===== src/rtl/fmanorm_pipe.sv =====
// FMA normalization stage: leading-zero count and shift-limit in S1, left shift in S2.
// Two register stages with valid/ready, flush and synchronous reset; feeds the rounder.
module fmanorm_pipe #(
  parameter int NF = 52,
  parameter int NE = 11
) (
  input  logic              clk,
  input  logic              reset,
  input  logic              flush,
  input  logic              InValid,
  output logic              InReady,
  input  logic [3*NF+5:0]   Sm,
  input  logic [NE+1:0]     Se,
  input  logic              Ss,
  output logic              OutValid,
  input  logic              OutReady,
  output logic [3*NF+5:0]   Mm,
  output logic [NE+1:0]     Me,
  output logic              Ms,
  output logic              SZero,
  output logic              Subn,
  output logic              Tiny
);

  localparam int SW = 3*NF+6;
  localparam int EW = NE+2;
  localparam int KW = NE+3;
  localparam int LW = $clog2(SW+1);

  localparam logic [KW-1:0] LIM_OFS = KW'(NF+2);
  localparam logic [EW-1:0] EXP_OFS = EW'(NF+3);

  // Priority encoder: the highest set bit wins; all-zero input yields SW.
  function automatic logic [LW-1:0] lzc(input logic [SW-1:0] v);
    logic [LW-1:0] n;
    n = LW'(SW);
    for (int i = 0; i < SW; i++)
      if (v[i]) n = LW'(SW-1-i);
    return n;
  endfunction

  // ---------------- handshake ----------------
  logic r1_vld, r2_vld;
  logic w_s2_adv, w_s1_adv, w_acc, w_s2_load;

  assign w_s2_adv  = ~r2_vld | OutReady;
  assign w_s1_adv  = ~r1_vld | w_s2_adv;
  assign InReady   = w_s1_adv;
  assign w_acc     = InValid & w_s1_adv & ~flush;
  assign w_s2_load = r1_vld & w_s2_adv & ~flush;

  // ---------------- stage 1 registers ----------------
  logic [SW-1:0] r1_sm;
  logic [EW-1:0] r1_se;
  logic          r1_ss;

  always_ff @(posedge clk) begin
    if (reset) begin
      r1_vld <= 1'b0;
      r1_sm  <= '0;
      r1_se  <= '0;
      r1_ss  <= 1'b0;
    end else begin
      if (flush)         r1_vld <= 1'b0;
      else if (w_s1_adv) r1_vld <= InValid;
      if (w_acc) begin
        r1_sm <= Sm;
        r1_se <= Se;
        r1_ss <= Ss;
      end
    end
  end

  // ---------------- stage 1 logic: LZC, limit, shift amount ----------------
  logic [LW-1:0] w_lzc;
  logic [KW-1:0] w_lim;
  logic          w_tiny;
  logic          w_zero;
  logic [LW-1:0] w_sh;
  logic [EW-1:0] w_me;

  assign w_lzc  = lzc(r1_sm);
  assign w_lim  = {r1_se[EW-1], r1_se} + LIM_OFS;
  assign w_tiny = w_lim[KW-1];
  assign w_zero = ~|r1_sm;

  // When Lim <= L the limit fits in LW bits since L <= SW.
  always_comb begin
    w_sh = '0;
    if (!w_tiny) begin
      if ({{(KW-LW){1'b0}}, w_lzc} < w_lim) w_sh = w_lzc;
      else                                  w_sh = w_lim[LW-1:0];
    end
  end

  assign w_me = r1_se + EXP_OFS - {{(EW-LW){1'b0}}, w_sh};

  // ---------------- stage 2 registers ----------------
  logic [SW-1:0] r2_sm;
  logic [LW-1:0] r2_sh;
  logic [EW-1:0] r2_me;
  logic          r2_ms;
  logic          r2_zero;
  logic          r2_nz;
  logic          r2_tiny;

  always_ff @(posedge clk) begin
    if (reset) begin
      r2_vld  <= 1'b0;
      r2_sm   <= '0;
      r2_sh   <= '0;
      r2_me   <= '0;
      r2_ms   <= 1'b0;
      r2_zero <= 1'b0;
      r2_nz   <= 1'b0;
      r2_tiny <= 1'b0;
    end else begin
      if (flush)         r2_vld <= 1'b0;
      else if (w_s2_adv) r2_vld <= r1_vld;
      if (w_s2_load) begin
        r2_sm   <= r1_sm;
        r2_sh   <= w_zero ? '0 : w_sh;
        r2_me   <= w_zero ? '0 : w_me;
        r2_ms   <= r1_ss;
        r2_zero <= w_zero;
        r2_nz   <= ~w_zero;
        r2_tiny <= w_tiny & ~w_zero;
      end
    end
  end

  // ---------------- stage 2 logic: the shift ----------------
  // Outputs depend only on S2 registers, so they hold while stalled.
  logic [SW-1:0] w_mm;

  assign w_mm     = r2_sm << r2_sh;
  assign Mm       = w_mm;
  assign Me       = r2_me;
  assign Ms       = r2_ms;
  assign SZero    = r2_zero;
  assign Subn     = r2_nz & ~w_mm[SW-1];
  assign Tiny     = r2_tiny;
  assign OutValid = r2_vld;

endmodule

===== config.mk =====
export PLATFORM = sky130hd
export DESIGN_NAME = fmanorm_pipe
export DESIGN_NICKNAME = d
export VERILOG_FILES = /design/src/rtl/fmanorm_pipe.sv
export SDC_FILE = /design/constraint.sdc
export NUM_CORES = 2
export LEC_CHECK = 0
export CAP_MARGIN = 40
export CORE_MARGIN = 5
export CORE_UTILIZATION = 55
export CTS_CLUSTER_DIAMETER = 80
export DETAILED_ROUTE_END_ITERATION = 12
export GPL_TIMING_DRIVEN = 0
export PLACE_DENSITY_LB_ADDON = 0.3
export SYNTH_ARGS = -nofsm -noshare
export SYNTH_HDL_FRONTEND = slang
export SYNTH_SLANG_ARGS = --single-unit
export TNS_END_PERCENT = 5

===== constraint.sdc =====
create_clock -name clk -period 7.2 [get_ports clk]
set_clock_uncertainty 0.15 [all_clocks]
set_input_delay 1.8 -clock clk [delete_from_list [all_inputs] [get_ports clk]]
set_output_delay 1.8 -clock clk [all_outputs]
set_load 0.02 [all_outputs]

## Word level (Yosys, flattened, before mapping)

Cells that the tools add are included.

- Output and inout bits: 181
- Register bits after elaboration: 365

- Shift-type cells: 1
- Bitwise gates (word level): 12
- Add/sub/neg operators: 3
- Reductions and logical operators: 3
- Order comparisons: 1
- Muxes and demuxes: 166

Operators by type and width:

| kind | count |
|---|---|
| 8-bit 2-to-1 mux | 164 |
| 162-bit OR reduction | 1 |
| 162-bit by 8-bit << shifter with 162-bit output | 1 |
| 13-bit by 7-bit adder with 14-bit output (second input constant) | 1 |
| 8-bit by 14-bit less-than comparator with 1-bit output | 1 |
| 13-bit by 6-bit adder with 13-bit output (second input constant) | 1 |
| 13-bit 2-to-1 mux | 1 |
| 13-bit by 8-bit subtractor with 13-bit output | 1 |
| 1-bit bitwise AND | 6 |
| 1-bit inverter | 4 |
| 2-bit 2-to-1 mux | 1 |
| 1-bit OR | 2 |
| 2-bit OR reduction | 1 |
| 1-bit logical NOT | 1 |

## Depth between registers and ports, before layout

- Depth after elaboration: 167
- Gate-level depth with buffers: 30

## Worst setup path before layout

Ideal clock, no wire load.

- Path kind: register -> register
- Start point: register r1_sm[14]
- End point: register r2_me[12] (netlist: Me[12])
- Setup slack: 0.883 ns
- Data arrival time: 6.050 ns
- Cell stages (with the launch flop): 29
- Cell sequence: dfxtp_1 or4_1 a211oi_1 o21bai_1 a31oi_1 o211ai_1 a21oi_1 o21ai_0 a31oi_1 ha_1 a21o_1 a21o_1 a221oi_1 a21boi_0 a311oi_4 mux2_2 nand2_1 ha_1 ha_1 a21o_1 a21oi_1 nand2b_1 a21boi_0 o41a_1 a21o_1 a21oi_1 a22oi_1 xnor2_1 a32o_1

- Word-level cells in the longest chain between the ends: 153

Ends and longest elaborated chain:

| what | line | RTL |
|---|---|---|
| start, declared | 53 | `logic [SW-1:0] r1_sm;` |
| start signal, assigned | 67 | `r1_sm <= Sm;` |
| 8-bit 2-to-1 mux (148 in series) | 38 | `if (v[i]) n = LW'(SW-1-i);` |
| 8-bit by 14-bit less-than comparator with 1-bit output | 91 | `if ({{(KW-LW){1'b0}}, w_lzc} < w_lim) w_sh = w_lzc;` |
| 8-bit 2-to-1 mux | 91 |  |
| 8-bit 2-to-1 mux | 90 | `if (!w_tiny) begin` |
| 13-bit by 8-bit subtractor with 13-bit output | 96 | `assign w_me = r1_se + EXP_OFS - {{(EW-LW){1'b0}}, w_sh};` |
| 13-bit 2-to-1 mux (*) | 123 | `r2_me <= w_zero ? '0 : w_me;` |
| end signal, assigned | 123 |  |
| end, declared | 101 | `logic [EW-1:0] r2_me;` |

Every way passes the cells marked *; elsewhere a longest branch is shown, timed or not.
A chain may end at the register's enable or synchronous reset.

## Worst setup path after layout

- Start point: register r1_sm[70]
- End point: register r2_me[12] (netlist: Me[12])

- Word-level cells in the longest chain between the ends: 97

Ends and longest elaborated chain:

| what | line |
|---|---|
| 8-bit 2-to-1 mux (92 in series) | 38 |
| 8-bit by 14-bit less-than comparator with 1-bit output | 91 |
| 8-bit 2-to-1 mux | 91 |
| 8-bit 2-to-1 mux | 90 |
| 13-bit by 8-bit subtractor with 13-bit output | 96 |
| 13-bit 2-to-1 mux (*) | 123 |

Marked as above.

==> results.txt <==
outcome -> finished, violations left
failing checks -> setup timing
Compound-Gate Fraction of Synth Area -> 15.1%
Leakage -> 0.0130 µW
ys flop type -> dfxtp_1
count leader, synth -> nand2_1
post-synthesis sequential area ratio -> 26.2%
Post-Syn Instances -> 3,593
largest net degree at the start of global routing -> 14
Worst Max-Slew Pin Slew -> 1.17 ns
Total GRT Usage -> 46.2%
Post-DRT Antenna Nets -> 0
CTS sink cnt -> 365
Die ar. -> 55,400 µm²
Pins Over Slew Limit -> 0
hold crit path type -> flop to flop
Multi-input gate area -> 19,200 µm²
TritonCTS Buffers -> 39
Port Buf Inserts -> 360
Final HPWL DP -> 111,000 µm
Max Clk Rate -> 134 MHz
minimum clock period -> 7.48 ns
fillers -> 3,827
share of cells above drive strength 1 -> 13.2%
Mapped Nets -> 3,806
Seq cells post-synth -> 365
endpoint class of the critical path -> flop
gr ovfl total -> 0
TritonCTS clock tree -> yes
Final Cell Area -> 34,100 µm²
first-pass GRT wire length -> 195,000 µm
Worst EP required -> 7.51 ns
total core area -> 50,200 µm²
CTS root buffer -> clkbuf_16
Worst slew margin -> 22.1%
Post-synth EDFFs -> 0
H-tree levels -> 2
Crit path largest cell delay -> 0.73 ns
Area after DPL -> 32,600 µm²
Post-Route Setup TNS -> -0.579 ns
hold buffer count at cts -> 0
row count -> 82
Setup crit start kind -> flop
placed cell count -> 4,654
Setup violations, final -> 3
Synth Area in Adders -> 1.46%
wire length per cell -> 29.3 µm
DRC errors left -> 0
clk buf depth -> 3
Simple-Gate Fraction of Synth Area -> 22.0%
xor/xnor cell area share of the yosys netlist -> 0.470%
clock latency on the worst-skew pair -> 0.58 ns
DR iter-0 viols -> 5,640
fin util -> 67.9%
final non-filler cell total -> 4,730
DIE HEIGHT -> 235 µm
synth top area cells -> dfxtp_1 26%, mux4_2 13%, nand2_1 11%
vias in the first global route -> 30,200
power per standard cell area -> 155 nW/µm²
final worst-path cycle share -> 104%
mux contribution to synthesized area -> 29.4%
Worst Setup Path Type -> flop to flop
Final nets -> 4,243
crit path max fanout -> 8
Synth Cell Area -> 27,900 µm²
1st-pass router iterations -> 9
asr flop ratio synth -> 0%
maximum vdd drop -> 0.000213 V
via count -> 32,300
Avg Vias per Cell -> 6.83
crit path DAT -> 7.79 ns
syn avg cell area -> 7.77 µm²
max_cap viols -> 0
largest family of logic cells by synthesized area -> multiplexers
top post-synthesis cells by count -> 814 x nand2_1, 453 x nor2_1, 439 x a21oi_1
Syn. warnings -> 0
DRT Wirelength -> 139,000 µm
antenna violations before repair -> 2
Distinct cells, synth -> 76
endpoints failing hold -> 0
Crit-path slowest cell -> o21ai_0
Die Width -> 235 µm
# IOs -> 362
Synth top area share -> 26.2%
Area growth, synth to finish -> 22.0%
Clock transition at path regs -> 0.06 ns
Initial Util -> 55.7%
post-route setup slack -> -0.279 ns
Reg area -> 7310 µm²
leading area contributor after synthesis -> dfxtp_1
global placement routability congestion -> 1.14
==> critical path: cells and delay by family (launching register included) <==
family / cells / cell delay (ns)
AOI/OAI and AO/OA: 13 / 3.76
xor gates and xnor gates: 1 / 0.17
adders and majority gates: 3 / 0.78
buffers and inverters: 3 / 0.42
DFF: 1 / 0.37
muxes: 1 / 0.27
and+or+nand+nor: 7 / 1.43
==> cell type report <==
cell class | instances | share of cell area [%]
inverter | 70 | 0.771
timing repair buffer | 396 | 11.5
sequential | 365 | 21.4
multi-input combinational | 2874 | 56.4
buffer | 284 | 3.67
tap | 672 | 2.47
clock buffer | 60 | 3.39
antenna | 1 | 0.00734
clock inverter | 8 | 0.349
==> cells by family after synthesis <==
| family | after synthesis |
|---|---|
| xor+xnor | 15 |
| simple gates | 1494 |
| mux | 592 |
| compound gates | 741 |
| flops | 365 |
| fa+ha+maj | 32 |
| buf+inv | 354 |
==> final timing paths <==
check | start | end | slack, ns | depth (start not counted)
max reg2reg | r1_sm[70] | Me[12] | -0.28 | 28
min reg2reg | r1_ss | r1_ss | 0.31 | 2
min | r1_ss | r1_ss | 0.31 | 2
max | r1_sm[70] | Me[12] | -0.28 | 28
==> metrics by stage <==
step | hold WS [ns] | power [µW] | setup WS, ns
after floorplan | 0.282 | 2740 | 0.883
after global placement | 0.289 | 3140 | -0.597
after detailed placement | 0.308 | 3170 | -0.442
after CTS | 0.317 | 5160 | 0.0152
after global routing | 0.342 | 5380 | -0.246
final | 0.315 | 5270 | -0.279
==> repair_timing <==
item,CTS,global route
gates cloned,0,0
resized for setup,6,17
setup buffers,0,5
pin swaps,1,4
endpoints found under the setup margin,4,5
==> routing by layer <==
layer	global-route usage (%)	vias to the layer above	part of all wire, %
met4	33.1	2	9.9
met2	68.6	3044	41
met1	57.4	14900	36
met3	13.6	777	13
met5	0	-	0.011
li1	-	13600	-
==> state kept, by name (all words and copies together), names as in the netlist, 8 cells and up <==
signal	flops
r2_sm	162
r1_se	13
r1_sm	162
Me	13
r2_sh	8
==> power by group <==
part | internal, µW | leakage (µW) | switching [µW]
Sequential | 2080 | 0.00296 | 91.1
Combinational | 421 | 0.00946 | 646
Clock | 1180 | 0.000619 | 855
==> cell usage in the layout, fill, tap and decap left out, types with 12 or more instances in the layout <==
cell,count
nor2_1,453
clkbuf_1,202
a31oi_1,20
buf_4,16
a22oi_1,12
nand2b_1,13
o22ai_1,49
mux2_2,195
or3_1,20
ha_1,31
clkbuf_16,39
o21ai_0,92
nand3_1,15
buf_2,42
nor4_1,43
inv_1,68
clkdlybuf4s50_1,360
mux2i_1,234
mux4_2,159
a211oi_1,18
buf_1,44
nor2b_1,14
buf_6,14
nor3_1,51
and2_1,18
o22a_1,12
dfxtp_1,365
a21oi_1,437
nand2_1,814
Note: power is estimated with default switching activity, not from simulation.
